<file path="src/rtl/ste_audio_pkg.sv">
// ste_audio_pkg: shared LMC1992 command codes, level limits and the 2 dB gain table.
package ste_audio_pkg;
    localparam logic [1:0] LMC_ADDR   = 2'b10;
    localparam logic [2:0] CMD_MIX    = 3'b000;
    localparam logic [2:0] CMD_BASS   = 3'b001;
    localparam logic [2:0] CMD_TREBLE = 3'b010;
    localparam logic [2:0] CMD_MASTER = 3'b011;
    localparam logic [2:0] CMD_RIGHT  = 3'b100;
    localparam logic [2:0] CMD_LEFT   = 3'b101;
    localparam logic [5:0] MAX_MASTER = 6'd40;
    localparam logic [4:0] MAX_LR     = 5'd20;
    localparam logic [3:0] MAX_TONE   = 4'd12;
    // 0, -2 and -4 dB in Q8; whole 6 dB steps are handled by the shifter
    function automatic logic [8:0] gain_g(input logic [1:0] i);
        return i == 2'd0 ? 9'd256 : i == 2'd1 ? 9'd203 : 9'd161;
    endfunction
endpackage

</file>
<file path="src/rtl/lmc_gain_stage.sv">
// lmc_gain_stage: per-channel fine gain multiply followed by coarse arithmetic shift.
module lmc_gain_stage
    import ste_audio_pkg::*;
(
    input  logic               clk32,
    input  logic               reset,
    input  logic               valid,
    input  logic signed [7:0]  m,
    input  logic        [1:0]  gidx,
    input  logic        [4:0]  sh,
    output logic signed [15:0] out,
    output logic               out_valid
);
    logic signed [17:0] prod;
    logic signed [15:0] p;
    logic        [4:0]  sh2;
    logic               v2;
    assign prod = m * $signed({1'b0, gain_g(gidx)});
    always_ff @(posedge clk32) begin
        if (reset) begin
            p         <= '0;
            sh2       <= '0;
            v2        <= 1'b0;
            out       <= '0;
            out_valid <= 1'b0;
        end else begin
            v2        <= valid;
            out_valid <= v2;
            if (valid) begin
                p   <= prod[15:0];
                sh2 <= sh;
            end
            if (v2) out <= p >>> sh2;
        end
    end
endmodule

</file>
<file path="src/rtl/ste_lmc1992.sv">
// ste_lmc1992: LMC1992 microwire decoder and volume/mix audio path for the STE DMA sound.
module ste_lmc1992
    import ste_audio_pkg::*;
#(
    parameter logic [5:0] MASTER_RST = 6'd40,
    parameter logic [4:0] LR_RST     = 5'd20,
    parameter logic [3:0] TONE_RST   = 4'd6,
    parameter logic [1:0] MIX_RST    = 2'd1
) (
    input  logic        clk32,
    input  logic        reset,
    input  logic        mw_strobe,
    input  logic        mw_clk,
    input  logic        mw_data,
    input  logic        mw_done,
    input  logic        sample_en,
    input  logic [7:0]  audio_left,
    input  logic [7:0]  audio_right,
    input  logic [7:0]  ym_audio,
    output logic [15:0] out_left,
    output logic [15:0] out_right,
    output logic        out_valid,
    output logic [3:0]  bass,
    output logic [3:0]  treble
);
    logic [10:0] sr, sr_n;
    logic [3:0]  cnt, cnt_n;
    logic        shift, hit;
    logic [2:0]  cmd;
    logic [5:0]  d, master, master_d, step_l, step_r;
    logic [4:0]  left_vol, right_vol, lr_d, sh_l, sh_r;
    logic [3:0]  tone_d;
    logic [1:0]  mix, gidx_l, gidx_r;
    logic [7:0]  m_l, m_r;
    logic        v1, vl, vr;

    function automatic logic [7:0] mix_s(input logic [7:0] raw, input logic [7:0] ym, input logic [1:0] mx);
        logic [7:0] s, y;
        logic [8:0] sum;
        s   = {~raw[7], raw[6:0]};
        y   = {~ym[7], ym[6:0]};
        sum = {s[7], s} + {y[7], y};
        return mx[1] ? s : sum[8:1];
    endfunction

    // the strobe's bit lands before a same-cycle mw_done looks at the frame
    assign shift    = mw_strobe && mw_clk;
    assign sr_n     = shift ? {sr[9:0], mw_data} : sr;
    assign cnt_n    = shift ? (cnt == 4'd15 ? cnt : cnt + 4'd1) : cnt;
    assign hit      = mw_done && cnt_n >= 4'd11 && sr_n[10:9] == LMC_ADDR;
    assign cmd      = sr_n[8:6];
    assign d        = sr_n[5:0];
    assign master_d = d > MAX_MASTER ? MAX_MASTER : d;
    assign lr_d     = d[4:0] > MAX_LR ? MAX_LR : d[4:0];
    assign tone_d   = d[3:0] > MAX_TONE ? MAX_TONE : d[3:0];
    assign step_l   = (MAX_MASTER - master) + {1'b0, MAX_LR - left_vol};
    assign step_r   = (MAX_MASTER - master) + {1'b0, MAX_LR - right_vol};

    always_ff @(posedge clk32) begin
        if (reset) begin
            sr        <= '0;
            cnt       <= '0;
            master    <= MASTER_RST;
            left_vol  <= LR_RST;
            right_vol <= LR_RST;
            bass      <= TONE_RST;
            treble    <= TONE_RST;
            mix       <= MIX_RST;
            v1        <= 1'b0;
            m_l       <= '0;
            m_r       <= '0;
            gidx_l    <= '0;
            gidx_r    <= '0;
            sh_l      <= '0;
            sh_r      <= '0;
        end else begin
            sr  <= sr_n;
            cnt <= mw_done ? 4'd0 : cnt_n;
            if (hit) begin
                case (cmd)
                    CMD_MASTER: master    <= master_d;
                    CMD_LEFT:   left_vol  <= lr_d;
                    CMD_RIGHT:  right_vol <= lr_d;
                    CMD_TREBLE: treble    <= tone_d;
                    CMD_BASS:   bass      <= tone_d;
                    CMD_MIX:    mix       <= d[1:0];
                    default: ;
                endcase
            end
            v1 <= sample_en;
            if (sample_en) begin
                m_l    <= mix_s(audio_left, ym_audio, mix);
                m_r    <= mix_s(audio_right, ym_audio, mix);
                gidx_l <= 2'(step_l % 6'd3);
                gidx_r <= 2'(step_r % 6'd3);
                sh_l   <= 5'(step_l / 6'd3);
                sh_r   <= 5'(step_r / 6'd3);
            end
        end
    end

    lmc_gain_stage u_left (
        .clk32(clk32), .reset(reset), .valid(v1), .m(m_l), .gidx(gidx_l), .sh(sh_l),
        .out(out_left), .out_valid(vl)
    );

    lmc_gain_stage u_right (
        .clk32(clk32), .reset(reset), .valid(v1), .m(m_r), .gidx(gidx_r), .sh(sh_r),
        .out(out_right), .out_valid(vr)
    );

    assign out_valid = vl && vr;
endmodule

</file>
<file path="config.mk">
export PLATFORM = sky130hd
export DESIGN_NAME = ste_lmc1992
export DESIGN_NICKNAME = d
export VERILOG_FILES = /design/src/rtl/ste_audio_pkg.sv /design/src/rtl/lmc_gain_stage.sv /design/src/rtl/ste_lmc1992.sv
export SDC_FILE = /design/constraint.sdc
export NUM_CORES = 1
export LEC_CHECK = 0
export ABC_AREA = 1
export BUFFER_PORTS_ARGS = -buffer_cell sky130_fd_sc_hd__buf_2
export CORE_UTILIZATION = 50
export DETAILED_ROUTE_END_ITERATION = 8
export PLACE_DENSITY = 0.68
export SLEW_MARGIN = 20
export SYNTH_ARGS = -nofsm -noshare
export SYNTH_HDL_FRONTEND = slang
export SYNTH_SLANG_ARGS = --single-unit
</file>
<file path="constraint.sdc">
create_clock -name clk32 -period 5.3 [get_ports clk32]
set_input_delay 0.795 -clock clk32 [delete_from_list [all_inputs] [get_ports clk32]]
set_output_delay 0.795 -clock clk32 [all_outputs]
set_load 0.1 [all_outputs]
</file>
==> results.ini <==
[place]
io_buffers = 71
place.gp.congestion = 0.9005
dp_slack_ns = 0.1607
place_hpwl_um = 21730

[grt]
antenna_found_initial = 0
grt_pass1_wl_um = 46350
grt_max_degree = 73
grt_util_all_layers_pct = 23.44
grt_overflow_total = 0
grt_pass1_vias = 10010

[floorplanning]
initial_core_util_pct = 50.97
die_w_um = 156.7
rows = 56
ios = 72
coreArea_um2 = 23470
dieHeight_um = 156.7
dieArea_um2 = 24550

[setup_path]
crit_path_start_kind = flip-flop
reg2reg_depth = 20
cpMostUsedCell = fa_1
arrival_ns = 5.21
r2r-start = gidx_r[1]
cp_slowest_cell = dfxtp_1
crit_path_cell_trace = nor2_1 -> buf_4 -> nor2_1 -> inv_1 -> fa_1 -> fa_1 -> inv_1 -> fa_1 -> fa_1 -> ha_1 -> nand2_1 -> o21ai_0 -> nor2_1 -> o21ai_0 -> nand2_1 -> nand2_1 -> a21oi_1 -> xor2_1 -> o21ai_0 -> inv_1
r2r_end = u_right.p[15]
critPathCaptureType = flip-flop
worst-path-max-fanout = 11
critPathLaunch = gidx_r[1]
reg2reg_setup_slack_ns = 0.40
worstSetupEndpoint = u_right.p[15]
crit_type = flip-flop to flip-flop
required_ns = 5.61
critPathMaxStageDelay_ns = 0.56

[power_and_ir_drop]
p_per_area_nw_per_um2 = 242.5
leakage_uw = 0.006987
vdd_drop_max_v = 0.0001713

[synthesis]
yosys.area.top_type = dfxtp_1
synth-seq-cells = 147
ys.flop_type = dfxtp_1
yosys_warnings = 0
synth_top_family_by_area = adder cells
synth-xor-area-share_pct = 3.430
synth_fa_ha_area_share_pct = 23.45
synth-compound-area-share_pct = 17.43
yosysUniqueCellTypes = 44
avgSynthCellArea_um2 = 7.155
synth_top_area_share_pct = 24.60
synthTopCellsByArea = dfxtp_1 (25%), ha_1 (13%), fa_1 (10%), inv_1 (9.6%), nand2_1 (8.8%)
synthSimpleGateAreaFrac_pct = 18.36
synth_edf_count = 0
synth-async-reset-ratio_pct = 0
netlist_area_um2 = 11960
postSynthCellCount = 1672
synthMuxAreaShare_pct = 1.004
yosysSeqAreaShare_pct = 24.60

[cells_and_area]
mostFrequentLayoutCells = inv_1 (307), nand2_1 (281), o21ai_0 (172)
drive_gt1_share_pct = 8.849
fin_nets = 1934
area_growth_pct = 10.42
final_common_cell = inv_1
diodes = 0

[clock_tree]
numCtsBuffers = 17
cts_tree = built
insertion_delay_ns = 0.43
clkSinkCount = 147
clockRootBuffer = clkbuf_16
clkSlewWorstSetupHoldPaths_ns = 0.07
cts_max_level = 4
clock_path_buffers = 2
ctsHoldBuffers = 0

[drt]
drt_pass1_iterations = 5
wl_per_cell_um = 13.43
drt_iter0_drc = 620
via_per_inst = 5.104
wl_um = 27510
drtAntennaViolNets = 0
drc = 0
vias = 10450

[timing]
fin_ws_ns = 0.4026
tightestPinTransition_ns = 0.8900
rsz0062_at_grt = false
finalMaxSlewViolations = 0
fin_setup_tns_ns = 0
setup_viol_count_final = 0
slew_headroom_pct = 40.45
finalHoldViolCount = 0
min_period_ns = 4.897
post-route-period-util_pct = 92.40
worst_clock_skew_ns = 0.01211
fmax_mhz = 204.2

[hold_path]
hold_depth = 2
min-delay-path-class = flip-flop to flip-flop

[flow_run]
cap_violations = 0

[run_status]
outcome = finished, final reports clean

## sequential cells by signal, summed over array words and instances (netlist names), 5 cells and up
| name | cells |
|---|---|
| u_left.sh2 | 5 |
| u_right.out | 16 |
| right_vol | 5 |
| u_right.p | 16 |
| sh_r | 5 |
| m_r | 8 |
| m_l | 8 |
| left_vol | 5 |
| master | 6 |
| sh_l | 5 |
| u_right.sh2 | 5 |
| u_left.p | 16 |
| sr | 11 |
| u_left.out | 16 |
## cells by family after synthesis
kind of cell    count (synthesis)
simple gates                  528
xor+xnor                       46
flops                         147
mux                            12
other cells                     1
compound gates                379
fa+ha+maj                     187
buf+inv                       372
## timing repair
action,CTS,global route
endpoints found under the setup margin,0,3
gates resized for setup,0,5
buffers inserted,0,3
## synthesized netlist by cell type, types with 2 or more instances
library cell	n
nor2_4	4
o21bai_1	3
xnor2_1	17
and2_1	2
nand2_1	281
o21ai_0	172
nor3_1	11
o21ai_2	3
a22oi_1	2
or2_2	5
nand3_1	65
o221ai_1	7
o211ai_1	30
inv_1	307
a21oi_2	2
clkinv_1	4
nand2_2	8
nand3_2	5
clkbuf_1	51
dfxtp_1	147
o31ai_1	3
a211oi_1	2
buf_1	5
buf_2	2
a21o_1	2
a221oi_1	6
ha_1	125
inv_2	3
xor2_1	28
o21ai_1	2
fa_1	62
nor2_1	143
mux2i_1	12
a21oi_1	141
## cell type report
class,instances,area (um2)
Clock inverter,14,162.7
Fill cell,2260,10260
Timing Repair Buffer,81,430.4
Inverter,314,1179
Sequential cell,147,2943
Multi-Input combinational cell,1155,7667
Clock buffer,18,429.2
Tap cell,319,399.1
## report_power, final
group / total (uW) / switching [uW] / internal (uW) / leakage, uW
Clock: 1220 / 548 / 674 / 0.000288
Combinational: 769 / 508 / 261 / 0.00550
Sequential: 1210 / 51.6 / 1160 / 0.00120
Total: 3200 / 1110 / 2100 / 0.00699
## metrics by stage
stage / std cells / power (uW) / cell area [um2] / util, % / hold slack (ns)
after global placement: 2013 / 1995 / 12560 / 53.50 / 0.4365
after CTS: 2045 / 3229 / 13150 / 56.02 / 0.4615
after global routing: 2048 / 3381 / 13210 / 56.28 / 0.4876
after floorplan: 1674 / 1824 / 11970 / - / 0.4339
final: 2048 / 3203 / 13210 / 56.28 / 0.4590
after detailed placement: 2013 / 2007 / 12560 / 53.50 / 0.4440
## worst min-delay path by stage
stage	startpoint	end	slack [ns]
final	sh_l[1]	u_left.sh2[1]	0.46
after global routing	treble[0]	treble[0]	0.49
after CTS	bass[1]	bass[1]	0.46
after detailed placement	bass[1]	bass[1]	0.44
after global placement	bass[1]	bass[1]	0.44
after floorplan	sh_l[0]	u_left.sh2[0]	0.43
## worst max-delay path: cells and delay by family (launching register included)
kind	cells	cell delay, ns
AOI/OAI and AO/OA	4	0.67
xor gates and xnor gates	1	0.15
adders and majority gates	5	2.34
buffers and inverters	4	0.38
DFF	1	0.56
and+or+nand+nor	6	0.69
## layer usage
layer / wire length, um / global-route usage, % / vias up
met3: 833 / 3.240 / 31
li1: - / - / 5447
met1: 13390 / 30.76 / 4800
met2: 12830 / 40.09 / 174
met5: 0 / 0 / -
met4: 458 / 6.489 / 0
(Power assumes the default switching activity.)
